==> src/rtl/term_cursor.sv <==
// Terminal cursor controller: turns PS/2 bytes into VRAM writes, row clears and scroll offsets.
// Optional `AUTO_WRAP_EN: a printable at the last column wraps to a new (cleared) line.
module term_cursor #(
    parameter int          COLS  = 100,
    parameter int          ROWS  = 30,
    parameter logic [7:0]  BLANK = 8'h20
) (
    input  logic       clk,
    input  logic       reset_low,
    input  logic       rx_valid,
    output logic       rx_ready,
    input  logic [7:0] rx_data,
    input  logic       vram_write_ready,
    output logic       vram_write_valid,
    output logic [4:0] vram_write_row,
    output logic [6:0] vram_write_col,
    output logic [7:0] vram_write_char,
    output logic [4:0] top_row,
    output logic [4:0] cursor_row,
    output logic [6:0] cursor_col
);

    localparam logic [4:0] ROW_MAX = 5'(ROWS - 1);
    localparam logic [6:0] COL_MAX = 7'(COLS - 1);

    typedef enum logic [1:0] {S_IDLE, S_WRITE, S_CLEAR} state_t;

    state_t     state_q, state_d;
    logic       rdy_q, rdy_d;
    logic       vld_q, vld_d;
    logic [4:0] wrow_q, wrow_d;
    logic [6:0] wcol_q, wcol_d;
    logic [7:0] wchar_q, wchar_d;
    logic [4:0] top_q, top_d;
    logic [4:0] crow_q, crow_d;
    logic [6:0] ccol_q, ccol_d;

    logic       accept, wr_fire, printable;
    logic [4:0] nl_row, nl_top;

    function automatic logic [4:0] row_inc(input logic [4:0] r);
        return (r == ROW_MAX) ? 5'd0 : r + 5'd1;
    endfunction

    assign accept    = rx_valid && rdy_q;
    assign wr_fire   = vld_q && vram_write_ready;
    assign printable = (rx_data >= 8'h20) && (rx_data <= 8'h7E);
    // Row that a newline moves to, and the top row after a possible scroll
    assign nl_row    = row_inc(crow_q);
    assign nl_top    = (nl_row == top_q) ? row_inc(top_q) : top_q;

    always_ff @(posedge clk or negedge reset_low) begin
        if (!reset_low) begin
            state_q <= S_IDLE;
            rdy_q   <= 1'b0;
            vld_q   <= 1'b0;
            wrow_q  <= '0;
            wcol_q  <= '0;
            wchar_q <= '0;
            top_q   <= '0;
            crow_q  <= '0;
            ccol_q  <= '0;
        end else begin
            state_q <= state_d;
            rdy_q   <= rdy_d;
            vld_q   <= vld_d;
            wrow_q  <= wrow_d;
            wcol_q  <= wcol_d;
            wchar_q <= wchar_d;
            top_q   <= top_d;
            crow_q  <= crow_d;
            ccol_q  <= ccol_d;
        end
    end

    always_comb begin
        state_d = state_q;
        case (state_q)
            S_IDLE: begin
                if (accept && printable)
                    state_d = S_WRITE;
                else if (accept && rx_data == 8'h0A)
                    state_d = S_CLEAR;
            end
            S_WRITE: begin
                if (wr_fire) begin
`ifdef AUTO_WRAP_EN
                    state_d = (ccol_q == COL_MAX) ? S_CLEAR : S_IDLE;
`else
                    state_d = S_IDLE;
`endif
                end
            end
            S_CLEAR: begin
                if (wr_fire && wcol_q == COL_MAX)
                    state_d = S_IDLE;
            end
            default: state_d = S_IDLE;
        endcase
    end

    always_comb begin
        vld_d   = vld_q;
        wrow_d  = wrow_q;
        wcol_d  = wcol_q;
        wchar_d = wchar_q;
        top_d   = top_q;
        crow_d  = crow_q;
        ccol_d  = ccol_q;
        // A consumed byte always costs one cycle of rx_ready low
        rdy_d   = (state_d == S_IDLE) && !accept;
        case (state_q)
            S_IDLE: begin
                if (accept) begin
                    if (printable) begin
                        vld_d   = 1'b1;
                        wrow_d  = crow_q;
                        wcol_d  = ccol_q;
                        wchar_d = rx_data;
                    end else if (rx_data == 8'h0D) begin
                        ccol_d = '0;
                    end else if (rx_data == 8'h0A) begin
                        crow_d  = nl_row;
                        top_d   = nl_top;
                        vld_d   = 1'b1;
                        wrow_d  = nl_row;
                        wcol_d  = '0;
                        wchar_d = BLANK;
                    end else if (rx_data == 8'h08 && ccol_q != 7'd0) begin
                        ccol_d = ccol_q - 7'd1;
                    end
                end
            end
            S_WRITE: begin
                if (wr_fire) begin
                    vld_d = 1'b0;
                    if (ccol_q != COL_MAX) begin
                        ccol_d = ccol_q + 7'd1;
                    end else begin
`ifdef AUTO_WRAP_EN
                        ccol_d  = '0;
                        crow_d  = nl_row;
                        top_d   = nl_top;
                        vld_d   = 1'b1;
                        wrow_d  = nl_row;
                        wcol_d  = '0;
                        wchar_d = BLANK;
`endif
                    end
                end
            end
            S_CLEAR: begin
                if (wr_fire) begin
                    if (wcol_q == COL_MAX)
                        vld_d = 1'b0;
                    else
                        wcol_d = wcol_q + 7'd1;
                end
            end
            default: ;
        endcase
    end

    assign rx_ready         = rdy_q;
    assign vram_write_valid = vld_q;
    assign vram_write_row   = wrow_q;
    assign vram_write_col   = wcol_q;
    assign vram_write_char  = wchar_q;
    assign top_row          = top_q;
    assign cursor_row       = crow_q;
    assign cursor_col       = ccol_q;

endmodule
==> config.mk <==
export PLATFORM = sky130hd
export DESIGN_NAME = term_cursor
export DESIGN_NICKNAME = d
export VERILOG_FILES = /design/src/rtl/term_cursor.sv
export SDC_FILE = /design/constraint.sdc
export NUM_CORES = 1
export LEC_CHECK = 0
export CORE_AREA = 5 5 83 85
export DETAILED_ROUTE_END_ITERATION = 12
export DIE_AREA = 0 0 88 90
export PLACE_DENSITY = 0.73
export SLEW_MARGIN = 20
export SYNTH_ARGS = -nofsm -noshare
export SYNTH_HDL_FRONTEND = slang
export SYNTH_SLANG_ARGS = --single-unit
==> constraint.sdc <==
create_clock -name clk -period 2.57 [get_ports clk]
set_input_delay 0.514 -clock clk [delete_from_list [all_inputs] [get_ports clk]]
set_output_delay 0.514 -clock clk [all_outputs]
set_load 0.05 [all_outputs]
== After elaboration in Yosys (flattened, before gate mapping) ==
Index checks and enable logic that the tools add are counted.

* Register bits after elaboration: 41
* Output and inout bits: 39
* Word-level logic and storage cells: 98

* $add $sub $neg: 5
* $lt $le $gt $ge: 2
* Equality and inequality tests: 22
* Multiplexer cells: 36
* Bitwise logic cells: 2
* Reduce and logical (&&, ||, !) cells: 22

{| class="wikitable"
|+ Operator list
! kind !! number
|-
| $mux 7 || 13
|-
| $pmux 7 s2 || 2
|-
| $mux 5 || 5
|-
| $eq 8x4->1 const B || 3
|-
| $mux 8 || 3
|-
| $ne 2x2->1 const B || 8
|-
| $add 7x1->7 const B || 2
|-
| $reduce_and 7->1 || 2
|-
| $ne 3x3->1 const B || 4
|-
| $reduce_and 6->1 || 2
|-
| $add 5x1->5 const B || 2
|-
| $eq 5x5->1 const B || 2
|-
| $ge 8x6->1 const B || 1
|-
| $le 8x7->1 const B || 1
|-
| $logic_and 1x1->1 || 8
|-
| $mux 2 || 4
|-
| $eq 7x7->1 const B || 1
|-
| $mux 1 || 7
|-
| $ne 7x7->1 const B || 1
|-
| $reduce_bool 7->1 || 1
|-
| $sub 7x1->7 const B || 1
|-
| $pmux 2 s3 || 1
|-
| $reduce_bool 2->1 || 3
|-
| $eq 5x5->1 || 1
|-
| other kinds (9) || 11
|}

== Logic depth before layout (Yosys ltp) ==
Gate-level depths: netlist (run 1).

* Word-level depth: 8
* Mapped depth: 9
* Gate-level depth less buffers: 7

== Least setup slack after synthesis (run 1) ==
OpenSTA, ideal clock, no wires.

* Path kind: reg2reg
* From: register ccol_q[1], in the netlist cursor_col[1]
* To: register ccol_q[1], in the netlist cursor_col[1]
* Data arrival time: 2.665 ns
* Required time: 2.445 ns
* Setup slack: -0.220 ns
* Cell stages (with the launch flop): 10
* Cell sequence: dfrtp_1 > inv_1 > ha_1 > or3b_2 > o41ai_1 > and3_1 > clkbuf_1 > or2_0 > clkbuf_1 > mux2_2

* Longest elaborated chain between the ends: 7
* Elaborated cells on any way between the ends: 16
* Those cells by class: 2 x add/sub; 3 x eq/ne; 8 x mux; 3 x reduce/logical

{| class="wikitable"
|+ RTL lines
! item !! RTL line !! source
|-
| start: declaration || 36 || <nowiki>logic [6:0] ccol_q, ccol_d;</nowiki>
|-
| start signal: assignment || 72 || <nowiki>ccol_q <= ccol_d;</nowiki>
|-
| $sub 7x1->7 || 130 || <nowiki>ccol_d = ccol_q - 7'd1;</nowiki>
|-
| $mux 7 || 129 || <nowiki>end else if (rx_data == 8'h08 && ccol_q != 7'd0) begin</nowiki>
|-
| $mux 7 || 122 || <nowiki>end else if (rx_data == 8'h0A) begin</nowiki>
|-
| $mux 7 || 120 || <nowiki>end else if (rx_data == 8'h0D) begin</nowiki>
|-
| $mux 7 || 115 || <nowiki>if (printable) begin</nowiki>
|-
| $mux 7 || 114 || <nowiki>if (accept) begin</nowiki>
|-
| $pmux 7 s2 || 112 || <nowiki>case (state_q)</nowiki>
|}

Parallel ways exist; a longest one is shown, timed or not. The select of a mux whose other input is x is not followed.
A chain may end at the register's enable or synchronous reset.

== Worst setup path after layout (run 1) ==
* From: input port rx_data[1]
* To: register top_q[4], in the netlist top_row[4]

* Longest elaborated chain between the ends: 4
* Elaborated cells on any way between the ends: 8
* Those cells by class: 2 x order compare; 2 x eq/ne; 2 x bitwise; 2 x reduce/logical

{| class="wikitable"
|+ RTL lines
! item !! RTL line !! source
|-
| start: declaration || 12 || <nowiki>input logic [7:0] rx_data,</nowiki>
|-
| $ge 8x6->1 or $le 8x7->1 (tied branches) || 47 || <nowiki>assign printable = (rx_data >= 8'h20) && (rx_data <= 8'h7E);</nowiki>
|-
| $logic_and 1x1->1 || 47 ||
|-
| $not 1->1 (no source line) || - ||
|-
| $reduce_and 6->1 (no source line) (*) || - ||
|-
| end signal: assignment || 70 || <nowiki>top_q <= top_d;</nowiki>
|-
| end: declaration || 34 || <nowiki>logic [4:0] top_q, top_d;</nowiki>
|}

Mark *: on every way between the ends. The rest lies on a longest branch, timed or not.

==> results of run 1 <==
## Yosys cell counts (3+ instances only)
library cell / instances / share of area, %
o21ai_0: 16 / 3.0
and2_1: 3 / 0.70
xnor2_1: 4 / 1.3
nand3_1: 7 / 1.3
a22o_1: 9 / 3.0
dfrtp_1: 41 / 39
a21o_1: 3 / 0.85
nor3_1: 9 / 1.7
ha_1: 11 / 5.2
or4_1: 4 / 1.1
o31ai_1: 7 / 2.0
a211oi_1: 4 / 1.1
clkbuf_1: 11 / 1.6
o41ai_1: 3 / 0.99
nand2_1: 28 / 3.9
nor2_1: 23 / 3.2
nor4_1: 3 / 0.70
o31a_1: 4 / 1.3
a31oi_1: 7 / 1.6
inv_1: 18 / 2.5
a21oi_1: 16 / 3.0
mux2_2: 7 / 3.0
and3_1: 9 / 2.1
## state kept, by name, summed over array words and instances (netlist names)
signal and cells:
rx_ready 1, vram_write_col 7, cursor_row 5, cursor_col 7
top_row 5, vram_write_row 5, vram_write_char 8, state_q 2
vram_write_valid 1
## area by class of cell
cell class,instances,area [um^2]
clock buffers,7,86.33
well taps,77,96.34
fillers,543,2476
multi-input cells,229,1558
clock inverters,1,30.03
repair buffers,90,787.0
flip-flops and latches,41,1031
inverters,18,67.56
## critical path, stage by stage
cell	delay, ps
clkdlybuf4s50_1	490
or4bb_4	570
nor4_4	250
or4b_4	480
o21a_1	180
a41o_1	190
## metrics by stage
step                worst slack [ps]  hold WS [ps]  power (uW)  setup TNS [ps]  instances
detailed placement            -552.1         470.2        3172           -6915        452
finish                         97.39         273.9        3767               0        463
floorplan                     -55.55         218.4        2390          -141.1        300
global route                   16.04         363.0        3957               0        463
global placement              -483.1         471.8        3136           -5722        452
CTS                          0.06928         307.3        3757               0        462
## cells by family after synthesis
kind of cell | Yosys count | synth area share (%)
flops | 41 | 38.53
mux | 9 | 3.713
simple gates | 107 | 20.77
xor+xnor | 4 | 1.316
compound gates | 98 | 26.22
buf+inv | 30 | 4.276
fa+ha+maj | 11 | 5.169
## power by group through the flow
stage | Sequential, uW | Clock, uW | Combinational (uW)
6_report | 1040 | 568 | 2160
5_1_grt | 1070 | 592 | 2300
4_1_cts | 1040 | 567 | 2150
3_5_place_dp | 1050 | 0 | 2120
3_3_place_gp | 1040 | 0 | 2100
2_1_floorplan | 1650 | 0 | 740
## worst min-delay path by stage
stage	cells past startpoint	endpoint
global route	1	vram_write_col[4]$_DFFE_PN0P_
floorplan	0	cursor_col[0]$_DFFE_PN0P_
detailed placement	1	vram_write_char[7]$_DFFE_PN0P_
CTS	1	vram_write_col[4]$_DFFE_PN0P_
finish	1	vram_write_col[5]$_DFFE_PN0P_
global placement	2	vram_write_row[3]$_DFFE_PN0P_
## repair_timing
item                                    4_1_cts  5_1_grt
pin swaps                                     7        3
resized for setup                            21        1
endpoints found under the setup margin       10        6
setup buffers                                 2        1
## layout by cell type, fill, tap and decap left out, types with 3 or more instances in the layout
| cell type | netlist | layout |
|---|---|---|
| a211oi_1 | 4 | 4 |
| and3_1 | 9 | 9 |
| o31a_1 | 4 | 4 |
| a21o_1 | 3 | 3 |
| a21oi_1 | 16 | 16 |
| buf_4 | 0 | 40 |
| mux2_2 | 7 | 7 |
| nand2_1 | 28 | 28 |
| or4_1 | 4 | 3 |
| o41ai_1 | 3 | 3 |
| a22o_1 | 9 | 9 |
| dfrtp_2 | 0 | 4 |
| nor2_1 | 23 | 23 |
| dfrtp_1 | 41 | 37 |
| clkbuf_8 | 0 | 6 |
| buf_2 | 1 | 3 |
| nand3_1 | 7 | 7 |
| ha_1 | 11 | 11 |
| nor3_1 | 9 | 8 |
| o21ai_0 | 16 | 16 |
| o31ai_1 | 7 | 7 |
| and2_1 | 3 | 3 |
| a31oi_1 | 7 | 7 |
| inv_1 | 18 | 18 |
| xnor2_1 | 4 | 4 |
| clkdlybuf4s50_1 | 0 | 45 |
## per-layer routing
| metal | GRT usage, % | wire length [um] | vias to the layer above | part of all wire [%] |
|---|---|---|---|---|
| li1 | - | - | 1308 | - |
| met1 | 26.20 | 3354 | 1280 | 44 |
| met2 | 33.61 | 3673 | 82 | 48 |
| met3 | 3.656 | 460 | 10 | 6.1 |
| met4 | 5.115 | 109 | 0 | 1.4 |
| met5 | 0 | 0 | - | 0 |
==> qor.csv, run 1 <==
stage;metric;value;unit
outcome;outcome;finished, final reports clean;
finish;fin area;0.003656;mm^2
power_and_ir_drop;Clk pwr share;15.1;%
finish;share of cells above drive strength 1;18.65;%
place;DP Wirelength;5506;um
cts;Worst-Skew Late Latency;300;ps
timing;Slew @ Worst Pin;764.3;ps
floorplan;area of the core;0.006132;mm^2
timing;min Tclk post-route;2473;ps
global_route;largest net degree at the start of global routing;33;
logic_synthesis;post-synthesis sequential area ratio;38.53;%
worst_setup_path;Reg2Reg Depth;6;
cts;Clock transition at path regs;90;ps
timing;f_max;0.4044;GHz
worst_setup_path;FF-to-FF Start;cursor_row[0]$_DFFE_PN0P_;
drt;# DRC;0;
timing;Worst Skew;9.822;ps
worst_hold_path;Hold Crit Class;in2async;
logic_synthesis;ys flop type;dfrtp_1;
logic_synthesis;FFs w/ async S/R, synth;100.0;%
global_route;Total GRT Usage;20.02;%
logic_synthesis;syn_area_per_cell;8.875;um^2
cts;CTS Sinks;41;
place;port bufs;50;
worst_setup_path;crit path to;top_row[4]$_DFFE_PN0P_;
cts;htree depth;2;
floorplan;full die area;0.007920;mm^2
floorplan;row count;29;
power_and_ir_drop;Peak VDD IR;0.6777;mV
logic_synthesis;Yosys warnings;0;
place;GP Congestion;0.8836;
power_and_ir_drop;Int Power;2008;uW
worst_setup_path;crit start category;primary input;
finish;nets;408;
power_and_ir_drop;pwr/cell area;1030;mW/mm^2
timing;final hold vios;0;
global_route;antenna violations before repair;0;
logic_synthesis;synthesized area;0.002663;mm^2
floorplan;height of the die;90;um
power_and_ir_drop;combinational share of power;57.4;%
floorplan;Starting Density;43.42;%
finish;Syn-to-layout area delta;37.31;%
drt;Antenna Nets Post-Route;0;
drt;final wirelength;7597;um
cts;Num CTS Buffers;5;
cts;Max clock buf depth;2;
logic_synthesis;EDFF count, synth;0;
power_and_ir_drop;static leakage;0.001558;uW
worst_setup_path;Crit. Startpoint;rx_data[1];
timing;worst rel slew slack;49.04;%
drt;post-DR vias/cell;5.788;
cts;CTS tree;yes;
run;Max-Cap Viols;0;
timing;Final setup viols;0;
global_route;total gr overflow;0;
worst_setup_path;critical setup path kind;in2reg;
finish;Util after Layout;59.62;%
logic_synthesis;Synth cell types;60;
floorplan;io pins;51;
timing;max-slew violations;0;
drt;TritonRoute pass-1 iters;4;
global_route;vias in the first global route;2616;
finish;antenna diode count;0;
logic_synthesis;syn_nets;323;
place;Post-DP Area;0.003491;mm^2
global_route;first-pass GRT wire length;12750;um
cts;hold buffer count at CTS;0;
power_and_ir_drop;P_sw;1759;uW
drt;initial drt markers;147;
worst_setup_path;internal reg-to-reg setup slack;210;ps
logic_synthesis;#FFs+latches synth;41;
power_and_ir_drop;Reg power frac;27.5;%
worst_setup_path;CP Capture Type;register;
drt;wire length per cell;16.41;um
logic_synthesis;Synth Instances;300;
timing;RSZ-0062 raised after global routing;no;
worst_setup_path;WP data arrival;2670;ps
drt;Via Count;2680;
worst_setup_path;CP required;2770;ps
floorplan;Die Width;88;um
power_and_ir_drop;switching part of the total;46.70;%
timing;Final period util;96.21;%
worst_setup_path;Max FO, Critical Path;2;
cts;root buffer selected by CTS;clkbuf_8;
worst_setup_path;RR Endpoint;top_row[1]$_DFFE_PN0P_;
(Power assumes the default switching activity.)
==> inputs of run 2 (changes only) <==
--- a/config.mk
+++ b/config.mk
@@ -8,7 +8,7 @@
 export CORE_AREA = 5 5 83 85
 export DETAILED_ROUTE_END_ITERATION = 12
 export DIE_AREA = 0 0 88 90
-export PLACE_DENSITY = 0.73
+export PLACE_DENSITY = 0.74
 export SLEW_MARGIN = 20
 export SYNTH_ARGS = -nofsm -noshare
 export SYNTH_HDL_FRONTEND = slang
==> qor.csv, run 2 (synthesis gave the netlist of run 1 again) <==
stage;metric;value;unit;change
finish;max reg flops;8;;unchanged
power_and_ir_drop;Clk pwr share;15.1;%;about the same
floorplan;Die Width;88;um;unchanged
finish;Reg area;0.001031;mm^2;unchanged
cts;Max clock buf depth;2;;unchanged
floorplan;Starting Density;43.42;%;unchanged
drt;Antenna Nets Post-Route;0;;unchanged
place;GP Congestion;0.9031;;+2.2%
global_route;total gr overflow;0;;unchanged
run;Max-Cap Viols;0;;unchanged
worst_setup_path;Max FO, Critical Path;2;;unchanged
power_and_ir_drop;pwr/cell area;1026;mW/mm^2;-0.44%
finish;FILL cells;566;;+4.2%
finish;most frequent cells in the layout;clkdlybuf4s50_1 (45), dfrtp_1 (37), buf_4 (35);;
worst_setup_path;critical setup path kind;in2reg;;
place;DP Wirelength;5563;um;+1.0%
finish;commonest non-fill, non-tap cell in the layout;clkdlybuf4s50_1;;
finish;fin cells;458;;-1.1%
finish;nets;403;;-1.2%
drt;TritonRoute pass-1 iters;4;;unchanged
timing;worst rel slew slack;61.04;%;+12 points
cts;htree depth;2;;unchanged
power_and_ir_drop;static leakage;0.001538;uW;-1.3%
timing;f_max;0.3969;GHz;-1.9%
place;port bufs;50;;unchanged
finish;Multi-input gate area;0.001560;mm^2;+0.16%
worst_setup_path;CP Capture Type;register;;
timing;RSZ-0062 raised after global routing;no;;
drt;post-DR vias/cell;5.814;;+0.45%
timing;Worst Skew;13.58;ps;+3.763 ps
cts;root buffer selected by CTS;clkbuf_8;;
worst_setup_path;WP data arrival;2710;ps;+40 ps
power_and_ir_drop;Reg power frac;27.9;%;+0.4 points
outcome;outcome;finished, final reports clean;;
global_route;first-pass GRT wire length;12660;um;-0.71%
power_and_ir_drop;P_sw;1749;uW;-0.59%
cts;Clock transition at path regs;90;ps;about the same
finish;share of cells above drive strength 1;16.80;%;-1.9 points
floorplan;height of the die;90;um;unchanged
drt;initial drt markers;209;;+42%
worst_setup_path;crit start category;primary input;;
timing;final hold vios;0;;unchanged
global_route;antenna violations before repair;0;;unchanged
floorplan;io pins;51;;unchanged
timing;max-slew violations;0;;unchanged
floorplan;full die area;0.007920;mm^2;unchanged
timing;Final setup viols;0;;unchanged
power_and_ir_drop;Int Power;1970;uW;-1.9%
worst_setup_path;CP required;2760;ps;about the same
cts;Num CTS Buffers;5;;unchanged
global_route;vias in the first global route;2648;;+1.2%
power_and_ir_drop;combinational share of power;57.0;%;-0.4 points
finish;antenna diode count;0;;unchanged
power_and_ir_drop;Peak VDD IR;0.6134;mV;-9.5%
floorplan;area of the core;0.006132;mm^2;unchanged
drt;final wirelength;7584;um;-0.17%
floorplan;row count;29;;unchanged
cts;CTS Sinks;41;;unchanged
cts;CTS tree;yes;;
power_and_ir_drop;switching part of the total;47.03;%;+0.33 points
cts;Worst-Skew Late Latency;310;ps;about the same
finish;Syn-to-layout area delta;36.14;%;
finish;fin area;0.003625;mm^2;-0.86%
place;Post-DP Area;0.003468;mm^2;-0.65%
global_route;largest net degree at the start of global routing;27;;-18%
drt;wire length per cell;16.56;um;+0.92%
drt;Via Count;2663;;-0.63%
timing;Final period util;98.04;%;+1.8 points
global_route;Total GRT Usage;19.85;%;-0.17 points
place;placed cell count;449;;-0.66%
worst_hold_path;Hold Crit Class;in2async;;
worst_setup_path;Reg2Reg Depth;7;;+1
timing;Sum Neg Setup Slack;0;ps;unchanged
drt;# DRC;0;;unchanged
timing;Slew @ Worst Pin;584.4;ps;-179.9 ps
timing;min Tclk post-route;2520;ps;+47.07 ps
-- run 2: path summary, 6_finish.rpt --
path                                                    start                             end  slack [ps]
max in group asynchronous                           reset_low  vram_write_char[2]$_DFFE_PN0P_        1790
min in group clk                vram_write_row[2]$_DFFE_PN0P_   vram_write_row[2]$_DFFE_PN0P_         490
worst min register to register  vram_write_row[2]$_DFFE_PN0P_   vram_write_row[2]$_DFFE_PN0P_         490
worst min-delay path                                reset_low   vram_write_col[6]$_DFFE_PN0P_         190
worst max register to register      cursor_col[1]$_DFFE_PN0P_       cursor_col[1]$_DFFE_PN0P_         210
worst max-delay path                               rx_data[3]          top_row[4]$_DFFE_PN0P_          50
-- run 2: metrics by stage --
stage	hold slack [ps]	util (%)	power [uW]	setup WS [ps]
after floorplan	218.4	-	2390	-55.55
after global placement	473.0	56.56	3114	-404.6
after detailed placement	477.3	56.56	3145	-456.3
after CTS	215.7	58.68	3721	-57.19
after global routing	239.9	59.11	3927	10.04
final	194.4	59.11	3719	50.32
-- run 2: critical path: stages --
cell             delay (ps)
clkdlybuf4s50_1         480
or4bb_4                 560
nor4_4                  290
or4b_4                  480
o21a_1                  180
a41o_1                  210
-- run 2: power groups by stage --
stage	logic [uW]	clock network (uW)	registers, uW
6_report	2120	562	1040
3_5_place_dp	2100	0	1050
3_3_place_gp	2070	0	1040
4_1_cts	2110	574	1040
2_1_floorplan	740	0	1650
5_1_grt	2250	603	1070
-- run 2: what timing repair did --
item,4_1_cts,5_1_grt
resized for setup,7,6
setup endpoints to repair,9,8
pin swaps,3,4
buffers inserted,1,0
hold buffers,0,0
-- run 2: per-layer routing --
metal	up-vias	track usage (%)	wire, um
li1	1291	-	-
met1	1283	25.10	3277
met2	81	33.92	3867
met3	8	4.205	345
met4	0	4.987	93
met5	-	0	0
-- run 2: final cells by class --
class / instances / area share, %
sequential: 41 / 28.44
timing repair buffer: 85 / 20.78
multi-input combinational: 229 / 43.04
inverter: 18 / 1.864
clock inverter: 1 / 0.8284
tap: 77 / 2.658
clock buffer: 7 / 2.382
